$ cat src/rtl/axi_lite_pkg.sv
// Shared types for the AXI4-Lite crossbar control slice.
package axi_lite_pkg;

    typedef enum logic [1:0] {
        ARB_IDLE,
        ARB_READ,
        ARB_WRITE
    } arb_state_t;

    typedef enum logic {
        DIR_READ,
        DIR_WRITE
    } txn_dir_t;

endpackage

$ cat src/rtl/axi_lite_rr_pick.sv
// Combinational round-robin picker: first set request at or after ptr, wrapping modulo N.
module axi_lite_rr_pick #(
    parameter int unsigned N  = 2,
    parameter int unsigned PW = (N > 1) ? $clog2(N) : 1
) (
    input  logic [N-1:0]  req,
    input  logic [PW-1:0] ptr,
    output logic [PW-1:0] gnt_idx,
    output logic          gnt_any
);

    // Scan from ptr upward; the first hit wins and later hits are ignored.
    always_comb begin
        int unsigned idx;
        idx     = 0;
        gnt_idx = '0;
        gnt_any = 1'b0;
        for (int unsigned k = 0; k < N; k++) begin
            idx = (32'(ptr) + k) % N;
            if (!gnt_any && req[PW'(idx)]) begin
                gnt_any = 1'b1;
                gnt_idx = PW'(idx);
            end
        end
    end

endmodule

$ cat src/rtl/axi_lite_arbiter_ctrl.sv
// Transaction scheduler for the AXI4-Lite crossbar: round-robin master pick,
// slave address decode, grant hold until response or watchdog expiry.
module axi_lite_arbiter_ctrl
    import axi_lite_pkg::*;
#(
    parameter int unsigned NUM_MASTER  = 2,
    parameter int unsigned NUM_SLAVE   = 2,
    parameter int unsigned ADDR_W      = 32,
    parameter logic [NUM_SLAVE*ADDR_W-1:0] SLV_BASE  = {32'h10, 32'h0},
    parameter logic [NUM_SLAVE*ADDR_W-1:0] SLV_LIMIT = {32'h20, 32'h10},
    parameter int unsigned TIMEOUT_CYC = 256,
    localparam int unsigned MW  = (NUM_MASTER > 1) ? $clog2(NUM_MASTER) : 1,
    localparam int unsigned SW  = (NUM_SLAVE > 1) ? $clog2(NUM_SLAVE) : 1,
    localparam int unsigned WDW = (TIMEOUT_CYC > 1) ? $clog2(TIMEOUT_CYC) : 1
) (
    input  logic                         aclk,
    input  logic                         areset,
    input  logic [NUM_MASTER-1:0]        m_arvalid,
    input  logic [NUM_MASTER-1:0]        m_awvalid,
    input  logic [NUM_MASTER*ADDR_W-1:0] m_araddr,
    input  logic [NUM_MASTER*ADDR_W-1:0] m_awaddr,
    input  logic                         r_done,
    input  logic                         b_done,
    output logic                         grant_valid,
    output logic                         grant_is_write,
    output logic [MW-1:0]                sel_m,
    output logic [SW-1:0]                sel_s,
    output logic                         decode_err,
    output logic                         timeout_err,
    output logic                         busy
);

    arb_state_t      state_q, state_d;
    txn_dir_t        rw_pref_q, rw_pref_d;
    logic [MW-1:0]   rr_ptr_q, rr_ptr_d;
    logic [WDW-1:0]  wd_cnt_q, wd_cnt_d;
    logic            grant_valid_q, grant_valid_d;
    logic            grant_is_write_q, grant_is_write_d;
    logic [MW-1:0]   sel_m_q, sel_m_d;
    logic [SW-1:0]   sel_s_q, sel_s_d;
    logic            decode_err_q, decode_err_d;
    logic            timeout_err_q, timeout_err_d;

    logic [NUM_MASTER-1:0] req;
    logic [MW-1:0]         pick_idx;
    logic                  pick_any;
    logic                  win_ar, win_aw;
    logic [ADDR_W-1:0]     win_araddr, win_awaddr;
    logic                  take_wr, done, expire;
    logic [SW:0]           dec;

    // Returns {miss, slave_index}; the lowest matching slave wins.
    function automatic logic [SW:0] addr_decode(input logic [ADDR_W-1:0] addr);
        logic          hit;
        logic [SW-1:0] idx;
        hit = 1'b0;
        idx = '0;
        for (int unsigned i = 0; i < NUM_SLAVE; i++) begin
            if (!hit && addr >= SLV_BASE[i*ADDR_W +: ADDR_W]
                     && addr <  SLV_LIMIT[i*ADDR_W +: ADDR_W]) begin
                hit = 1'b1;
                idx = SW'(i);
            end
        end
        return {~hit, idx};
    endfunction

    assign req = m_arvalid | m_awvalid;

    axi_lite_rr_pick #(
        .N  (NUM_MASTER),
        .PW (MW)
    ) u_pick (
        .req     (req),
        .ptr     (rr_ptr_q),
        .gnt_idx (pick_idx),
        .gnt_any (pick_any)
    );

    // Route the picked master's valids and addresses to the decode path.
    always_comb begin
        win_ar     = 1'b0;
        win_aw     = 1'b0;
        win_araddr = '0;
        win_awaddr = '0;
        for (int unsigned i = 0; i < NUM_MASTER; i++) begin
            if (MW'(i) == pick_idx) begin
                win_ar     = m_arvalid[i];
                win_aw     = m_awvalid[i];
                win_araddr = m_araddr[i*ADDR_W +: ADDR_W];
                win_awaddr = m_awaddr[i*ADDR_W +: ADDR_W];
            end
        end
    end

    // Next-state logic: grant capture in IDLE, completion or watchdog expiry when granted.
    always_comb begin
        state_d          = state_q;
        rw_pref_d        = rw_pref_q;
        rr_ptr_d         = rr_ptr_q;
        wd_cnt_d         = wd_cnt_q;
        grant_valid_d    = grant_valid_q;
        grant_is_write_d = grant_is_write_q;
        sel_m_d          = sel_m_q;
        sel_s_d          = sel_s_q;
        decode_err_d     = decode_err_q;
        timeout_err_d    = 1'b0;
        take_wr          = win_aw & (~win_ar | (rw_pref_q == DIR_WRITE));
        dec              = addr_decode(take_wr ? win_awaddr : win_araddr);
        done             = (state_q == ARB_READ) ? r_done : b_done;
        expire           = (TIMEOUT_CYC != 0) && (wd_cnt_q == WDW'(TIMEOUT_CYC - 1));

        case (state_q)
            ARB_IDLE: begin
                if (pick_any) begin
                    state_d          = take_wr ? ARB_WRITE : ARB_READ;
                    grant_valid_d    = 1'b1;
                    grant_is_write_d = take_wr;
                    sel_m_d          = pick_idx;
                    sel_s_d          = dec[SW-1:0];
                    decode_err_d     = dec[SW];
                    wd_cnt_d         = '0;
                end
            end
            ARB_READ, ARB_WRITE: begin
                if (done || expire) begin
                    // Expiry shares the normal completion path; done takes priority.
                    timeout_err_d = ~done;
                    state_d       = ARB_IDLE;
                    grant_valid_d = 1'b0;
                    rr_ptr_d      = (sel_m_q == MW'(NUM_MASTER - 1)) ? '0 : sel_m_q + MW'(1);
                    rw_pref_d     = (state_q == ARB_READ) ? DIR_WRITE : DIR_READ;
                end else begin
                    wd_cnt_d = wd_cnt_q + WDW'(1);
                end
            end
            default: state_d = ARB_IDLE;
        endcase
    end

    // State and registered outputs, synchronous active-high reset.
    always_ff @(posedge aclk) begin
        if (areset) begin
            state_q          <= ARB_IDLE;
            rw_pref_q        <= DIR_READ;
            rr_ptr_q         <= '0;
            wd_cnt_q         <= '0;
            grant_valid_q    <= 1'b0;
            grant_is_write_q <= 1'b0;
            sel_m_q          <= '0;
            sel_s_q          <= '0;
            decode_err_q     <= 1'b0;
            timeout_err_q    <= 1'b0;
        end else begin
            state_q          <= state_d;
            rw_pref_q        <= rw_pref_d;
            rr_ptr_q         <= rr_ptr_d;
            wd_cnt_q         <= wd_cnt_d;
            grant_valid_q    <= grant_valid_d;
            grant_is_write_q <= grant_is_write_d;
            sel_m_q          <= sel_m_d;
            sel_s_q          <= sel_s_d;
            decode_err_q     <= decode_err_d;
            timeout_err_q    <= timeout_err_d;
        end
    end

    assign grant_valid    = grant_valid_q;
    assign grant_is_write = grant_is_write_q;
    assign sel_m          = sel_m_q;
    assign sel_s          = sel_s_q;
    assign decode_err     = decode_err_q;
    assign timeout_err    = timeout_err_q;
    assign busy           = (state_q != ARB_IDLE);

endmodule
$ cat config.mk
export PLATFORM = sky130hd
export DESIGN_NAME = axi_lite_arbiter_ctrl
export DESIGN_NICKNAME = d
export VERILOG_FILES = /design/src/rtl/axi_lite_pkg.sv /design/src/rtl/axi_lite_rr_pick.sv /design/src/rtl/axi_lite_arbiter_ctrl.sv
export SDC_FILE = /design/constraint.sdc
export NUM_CORES = 1
export LEC_CHECK = 0
export ABC_CLOCK_PERIOD_IN_PS = 1700
export BUFFER_PORTS_ARGS = -buffer_cell sky130_fd_sc_hd__clkbuf_2
export CAP_MARGIN = 40
export CORE_MARGIN = 2
export CORE_UTILIZATION = 32
export CTS_BUF_LIST = sky130_fd_sc_hd__clkbuf_8
export DETAILED_ROUTE_END_ITERATION = 10
export GPL_TIMING_DRIVEN = 0
export PLACE_DENSITY_LB_ADDON = 0.1
export SETUP_SLACK_MARGIN = 0.4
export SYNTH_ARGS = -nofsm -noshare
export SYNTH_HDL_FRONTEND = slang
export SYNTH_SLANG_ARGS = --single-unit
export TNS_END_PERCENT = 20
$ cat constraint.sdc
create_clock -name aclk -period 1.7 [get_ports aclk]
set_input_delay 0.17 -clock aclk [delete_from_list [all_inputs] [get_ports aclk]]
set_output_delay 0.17 -clock aclk [all_outputs]
set_load 0.005 [all_outputs]
==> results_dict.tcl, run 1 <==
set metrics [dict create \
    synth_edf_count 0 \
    holdBufCountCts 0 \
    dpl.hpwl_um 3709 \
    violations "setup timing" \
    dr.pass1.iters 4 \
    die_y_um 68.62 \
    rows 23 \
    antenna_found_initial 0 \
    ys_ff_latch 18 \
    io_pins 143 \
    yosysMostFrequentCell "nor4_1" \
    dp_slack_ps -30.66 \
    grt_setup_unrepaired "true" \
    port_buffers 126 \
    grt_max_degree 11 \
    worst_slew_pin_slew_ps 479.3 \
    root_buffer "clkbuf_8" \
    finalCritPeriodShare_pct 100.7 \
    relSlewSlack_pct 68.05 \
    dp_cells 335 \
    cp-start-kind "register" \
    fmax_mhz 583.9 \
    fin_crit_ps 1713 \
    initial_core_util_pct 33.41 \
    gp_congestion 0.7669 \
    ys_warn_count 0 \
    power.density_nw_per_um2 673.5 \
    synth_top_area_share_pct 26.97 \
    drive_gt1_share_pct 58.13 \
    cp_slowest_cell "mux2_4" \
    avgViaCountPerCell 5.044 \
    clk_pin_slew_ps 60 \
    met1_usage_pct 22.23 \
    cell_internal_pwr_mw 0.9802 \
    hold_violations 0 \
    max_stage_delay_ps 330 \
    clk_latency_ps 250 \
    drv_slew 0 \
    crit_chain "inv_2 -> ha_4 -> mux2_4 -> o2bb2ai_4 -> buf_12 -> nor3_2 -> xnor2_1 -> nor2_1" \
    skew_ps 0.9272 \
    cts_tree "yes" \
    p_sw_mw 0.5349 \
    stdcell_count 339 \
    pwr-share-comb_pct 47.5 \
    grt_busiest_layer "met2" \
    ys.flop_type "dfxtp_1" \
    core_um2 4000 \
    syn_nets 298 \
    power_mw 1.515 \
    post_synth_num_cell_types 43 \
    hold_path.class "primary input to register" \
    synthCells 159 \
    cts.sinks 18 \
    status "finished with violations" \
    fin_hold_ws_ps 223.1 \
    antennaDiodeCount 0 \
    cp.arrival_ps 1850 \
    postLayoutSetupSlackWorst_ps -12.52 \
    die_width_um 68.62 \
    numCtsBuffers 3 \
    cts_buffer_depth 2 \
    ys_async_sr_fraction_pct 0 \
    critPathCaptureType "register" \
    postPlaceCellArea_um2 2148 \
    drt_iter0_markers 35 \
    ir_drop_v 0.0004403 \
    nNetsFinal 430 \
    p_clk_share_pct 19.0 \
    first_global_vias 1632 \
    area_growth_pct 68.35 \
    wl_um 4315 \
    grt_pass1_wl_um 6920 \
    path_class "register to register" \
    grt_util_all_layers_pct 19.49 \
    dieArea_um2 4709 \
    route.detailed.drc 0 \
    synth-seq-area-share_pct 26.97 \
    swShare_pct 35.30 \
    synthTopCellsByArea "dfxtp_1 27%, nor4_1 10%, nor2_1 5.3%" \
    seq_power_share_pct 33.4 \
    stdcell_area_um2 2250 \
    yosys-top-cells-count "22 x nor4_1, 19 x nor2_1, 18 x dfxtp_1, 13 x nand2_1, 8 x inv_1" \
    routedWlPerCell_um 12.73 \
    ant_nets 0 \
    syn_area_um2 1336 \
    htreeDepth 1 \
    vias 1710 \
    met2_usage_pct 35.94 \
    overflow 0 \
    power.leakage_nw 0.9829 \
    yosys.area.top_type "dfxtp_1" \
    critPathMaxFanout 10 \
    use_met3_pct 4.708 \
    final-setup-viol-count 6 \
    max_cap_violations 0 \
    avgSynthCellArea_um2 8.404 \
    cp.required_ps 1840 \
]
## what timing repair did
item / in CTS / in global routing
setup endpoints to repair: 16 / 18
pin swaps: 3 / 4
resized for setup: 3 / 12
buffers inserted: 0 / 1
## final timing paths
check,start,cells past startpoint,end,slack (ps)
min reg2reg,grant_valid$_SDFFE_PP0P_,2,grant_valid$_SDFFE_PP0P_,490
min,areset,3,sel_s$_SDFFE_PP0P_,220
max reg2reg,state_q[1]$_SDFFE_PP0P_,8,wd_cnt_q[2]$_SDFFE_PP0P_,-10
max,state_q[1]$_SDFFE_PP0P_,8,wd_cnt_q[2]$_SDFFE_PP0P_,-10
## power by group through the flow
stage	Sequential, mW	Combinational [mW]	Clock [mW]
2_1_floorplan	0.505	0.448	0
3_3_place_gp	0.510	0.691	0
3_5_place_dp	0.512	0.694	0
4_1_cts	0.505	0.698	0.301
5_1_grt	0.515	0.803	0.318
6_report	0.507	0.720	0.288
## flip-flops by register name, indices dropped and copies added, names as in the netlist
signal and count:
sel_m 1, rw_pref_q 1, sel_s 1, decode_err 1
timeout_err 1, grant_valid 1, rr_ptr_q 1, grant_is_write 1
wd_cnt_q 8, state_q 2
## layout make-up
type                            instances  area [um2]
Timing Repair Buffer                  127       638.1
Tap cell                               50       62.56
Sequential cell                        18       366.6
Buffer                                  3       31.28
Clock buffer                            3       41.29
Multi-Input combinational cell        130        1080
Fill cell                             398        1750
Inverter                                8       30.03
## metal layers
layer	vias to the layer above	wire length, um
met5	-	0
met4	0	23
met3	2	390
met2	78	2130
met1	757	1770
li1	873	-
## metrics by stage
| step | setup TNS (ps) | utilization (%) |
|---|---|---|
| floorplan | 0 | - |
| global placement | -162.7 | 53.71 |
| detailed placement | -114.5 | 53.71 |
| CTS | -126.5 | 55.05 |
| global route | -995.8 | 56.24 |
| finish | -54.18 | 56.24 |
## logic make-up (layout without fill, tap and decap cells)
| group | after synthesis | in the layout | synth area share [%] |
|---|---|---|---|
| and+or+nand+nor | 89 | 89 | 39.79 |
| adders and majority gates | 3 | 3 | 2.809 |
| AOI/OAI and AO/OA | 22 | 22 | 14.98 |
| DFF | 18 | 18 | 26.97 |
| xor gates and xnor gates | 6 | 6 | 3.933 |
| muxes | 10 | 10 | 7.772 |
| buffers and inverters | 11 | 141 | 3.745 |
## layout by cell type (no fill, tap or decap), types with 3 or more instances in the layout
| cell | synthesis | routed |
|---|---|---|
| nor2_1 | 19 | 17 |
| mux2i_1 | 7 | 7 |
| a21oi_1 | 5 | 4 |
| nand3_1 | 7 | 7 |
| nor3_1 | 6 | 4 |
| nor4_4 | 0 | 5 |
| clkbuf_8 | 0 | 3 |
| xnor2_1 | 6 | 6 |
| inv_1 | 8 | 6 |
| clkbuf_2 | 1 | 126 |
| and4_1 | 3 | 3 |
| nor4_1 | 22 | 19 |
| nand2_1 | 13 | 12 |
| dfxtp_1 | 18 | 15 |
## worst max-delay path, delay by kind of cell (launching register included)
family | cells | cell delay, ps
DFF | 1 | 320
buffers and inverters | 2 | 270
AOI/OAI and AO/OA | 1 | 160
muxes | 1 | 330
and+or+nand+nor | 2 | 230
xor gates and xnor gates | 1 | 140
adders and majority gates | 1 | 150
(Power assumes the default switching activity.)
==> run 2, diff against run 1 <==
--- a/config.mk
+++ b/config.mk
@@ -17,5 +17,6 @@
 export SETUP_SLACK_MARGIN = 0.4
 export SYNTH_ARGS = -nofsm -noshare
 export SYNTH_HDL_FRONTEND = slang
+export SYNTH_HIERARCHICAL = 1
 export SYNTH_SLANG_ARGS = --single-unit
 export TNS_END_PERCENT = 20
==> run 2 against run 1 <==
Net effect: the flow still finishes with violations (setup timing); flip-flop and latch count is the same; die area shrank 3.5%; register-to-register slack is essentially flat; area after synthesis shrank 3.7%; largest cell class unchanged; utilization grew 4.1 points; final cell count grew 5.0%; critical endpoint is now wd_cnt_q[7]$_SDFFE_PP0P_; critical path depth is the same; sequential power grew 8.7%; clock power is essentially flat; final area grew 5.7%.
==> results_dict.tcl, run 2 <==
set metrics [dict create \
    nNetsFinal 447 \
    power.leakage_nw 1.050 \
    max_stage_delay_ps 330 \
    yosys.area.top_type "dfxtp_1" \
    syn_nets 303 \
    max_cap_violations 0 \
    ys_ff_latch 18 \
    violations "setup timing" \
    ir_drop_v 0.0005487 \
    initial_core_util_pct 32.62 \
    htreeDepth 1 \
    synth_edf_count 0 \
    die_y_um 67.40 \
    ys.flop_type "dfxtp_1" \
    cp.required_ps 1830 \
    avgViaCountPerCell 4.904 \
    seq_power_share_pct 28.2 \
    stdcell_count 356 \
    area_growth_pct 84.92 \
    critPathBufInv 2 \
    cp.arrival_ps 1830 \
    multi_input_area_um2 1090 \
    relSlewSlack_pct 65.95 \
    overflow 0 \
    cts_buffer_depth 2 \
    die_width_um 67.40 \
    ant_nets 0 \
    nFillCells 363 \
    pwr-share-comb_pct 57.2 \
    core_um2 3943 \
    critPathMaxFanout 6 \
    grt_setup_unrepaired "true" \
    final_core_util_pct 60.33 \
    ys_async_sr_fraction_pct 0 \
    hold_path.class "primary input to register" \
    vias 1746 \
    critPathCaptureType "register" \
    routedWlPerCell_um 12.33 \
    synthTopCellsByArea "dfxtp_1 28%, nor4_1 10%, xnor2_1 4.8%" \
    synthCells 164 \
    crit_chain "inv_4 -> ha_4 -> mux2i_4 -> o21ai_4 -> buf_6 -> a2111oi_4 -> xnor2_1 -> nor2_1" \
    clk_pin_slew_ps 70 \
    port_buffers 126 \
    drive_gt1_share_pct 61.11 \
    power.density_nw_per_um2 822.5 \
    drv_slew 0 \
    critPathTopFamily "compound AO/OA/AOI/OAI gates" \
    fin_tns_setup_ps -4.982 \
    cp_slowest_cell "dfxtp_2" \
    synth-seq-area-share_pct 28.02 \
    cts_tree "yes" \
    dieArea_um2 4543 \
    fin_crit_ps 1705 \
    postLayoutSetupSlackWorst_ps -4.982 \
    numCtsBuffers 3 \
    clk_latency_ps 250 \
    ys_warn_count 6 \
    largest_reg_flops 8 \
    power_mw 1.956 \
    worst_slew_pin_slew_ps 510.7 \
    grt_max_degree 11 \
    yosys-top-cells-count "21 x nor4_1, 18 x dfxtp_1, 15 x nand2_1, 13 x nor2_1, 10 x a21oi_1" \
    dp_slack_ps -131.0 \
    fmax_mhz 586.5 \
    dpl.hpwl_um 3671 \
    cell_internal_pwr_mw 1.208 \
    yosysMostFrequentCell "nor4_1" \
    root_buffer "clkbuf_8" \
    syn_area_um2 1286 \
    path_class "register to register" \
    rows 23 \
    cp-start-kind "register" \
    most-common-layout-cells "126 x clkbuf_2, 21 x nor4_1, 14 x nand2_1" \
    antennaDiodeCount 0 \
    final_common_cell "clkbuf_2" \
    hold_violations 0 \
    p_sw_mw 0.7484 \
    grt_util_all_layers_pct 19.18 \
    skew_ps 5.487 \
    dp_cells 340 \
    gp_congestion 0.7852 \
    wl_um 4389 \
    grt_pass1_wl_um 6748 \
    post_synth_num_cell_types 47 \
    first_global_vias 1652 \
    dr.pass1.iters 4 \
    synth_top_area_share_pct 28.02 \
    swShare_pct 38.26 \
    reg_top3 "wd_cnt_q: 8 flops, state_q: 2 flops" \
    final-setup-viol-count 1 \
    status "finished with violations" \
    largest_register "wd_cnt_q" \
    antenna_found_initial 0 \
    drt_iter0_markers 54 \
    route.detailed.drc 0 \
    finalCritPeriodShare_pct 100.3 \
    io_pins 143 \
    avgSynthCellArea_um2 7.843 \
    p_clk_share_pct 14.6 \
    cts.sinks 18 \
    ff_latch_area_um2 370.4 \
]
run 2: cell count changes after synthesis, sizes merged, moves of 4 or more:
| cell | delta |
|---|---|
| a21oi | +7 |
| or4 | -4 |
| nor2 | -7 |
| nor4 | -4 |
run 2: kinds of logic (layout without fill, tap and decap cells):
logic type                 count (synthesis)  in the layout  share of synthesized area [%]
buffers and inverters                     14            156                          5.058
adders and majority gates                  3              3                          2.919
xor gates and xnor gates                   7              7                          4.767
DFF                                       18             18                          28.02
muxes                                      5              5                          3.988
AOI/OAI and AO/OA                         39             39                          22.67
and+or+nand+nor                           78             78                          32.59
run 2: power groups by stage:
stage	sequential, mW	clock (mW)	combinational, mW
2_1_floorplan	0.536	0	0.569
3_3_place_gp	0.543	0	0.845
3_5_place_dp	0.544	0	0.845
4_1_cts	0.542	0.304	0.959
5_1_grt	0.559	0.317	1.23
6_report	0.551	0.286	1.12
run 2: layout make-up:
type	count	share of cell area [%]
Sequential cell	18	15.57
Multi-Input combinational cell	132	45.82
Buffer	5	1.894
Inverter	9	1.526
Clock buffer	3	1.736
Timing Repair Buffer	139	30.83
Tap cell	50	2.630
run 2: per-layer routing:
metal,vias up,routed length (um),global-route usage [%]
li1,911,-,-
met3,2,414,5.667
met2,66,2225,36.26
met4,0,11,2.806
met5,-,0,0
met1,767,1738,21.46
run 2: final timing paths:
kind                                                   from                           to  slack [ps]  cells past startpoint
worst min register to register  grant_is_write$_SDFFE_PP0P_  grant_is_write$_SDFFE_PP0P_         470                      2
worst min-delay path                                 areset      decode_err$_SDFFE_PP0P_         230                      3
worst max-delay path                state_q[1]$_SDFFE_PP0P_     wd_cnt_q[7]$_SDFFE_PP0P_          -5                      8
worst max register to register      state_q[1]$_SDFFE_PP0P_     wd_cnt_q[7]$_SDFFE_PP0P_          -5                      8
run 2: worst reg2reg max path: cells and delay by family, from the launching register on:
family,cells,cell delay [ps]
AO/OA/AOI/OAI,2,430
XOR/XNOR,1,160
flip-flops,1,330
adder cells (fa/ha/maj),1,150
AND/OR/NAND/NOR,1,50
multiplexers,1,260
buffers and inverters,2,210
run 2: per-stage QoR:
stage               hold WS, ps  instance area, um2
floorplan                 358.1                1369
global placement          456.3                2062
detailed placement        464.8                2062
CTS                       211.6                2226
global route              265.3                2379
finish                    230.2                2379
run 2: what timing repair did:
item | CTS | global route
hold buffers | 0 | 0
cloned | 1 | 0
endpoints found under the setup margin | 16 | 18
resized for setup | 15 | 22
buffers inserted | 3 | 9
pin swaps | 11 | 14
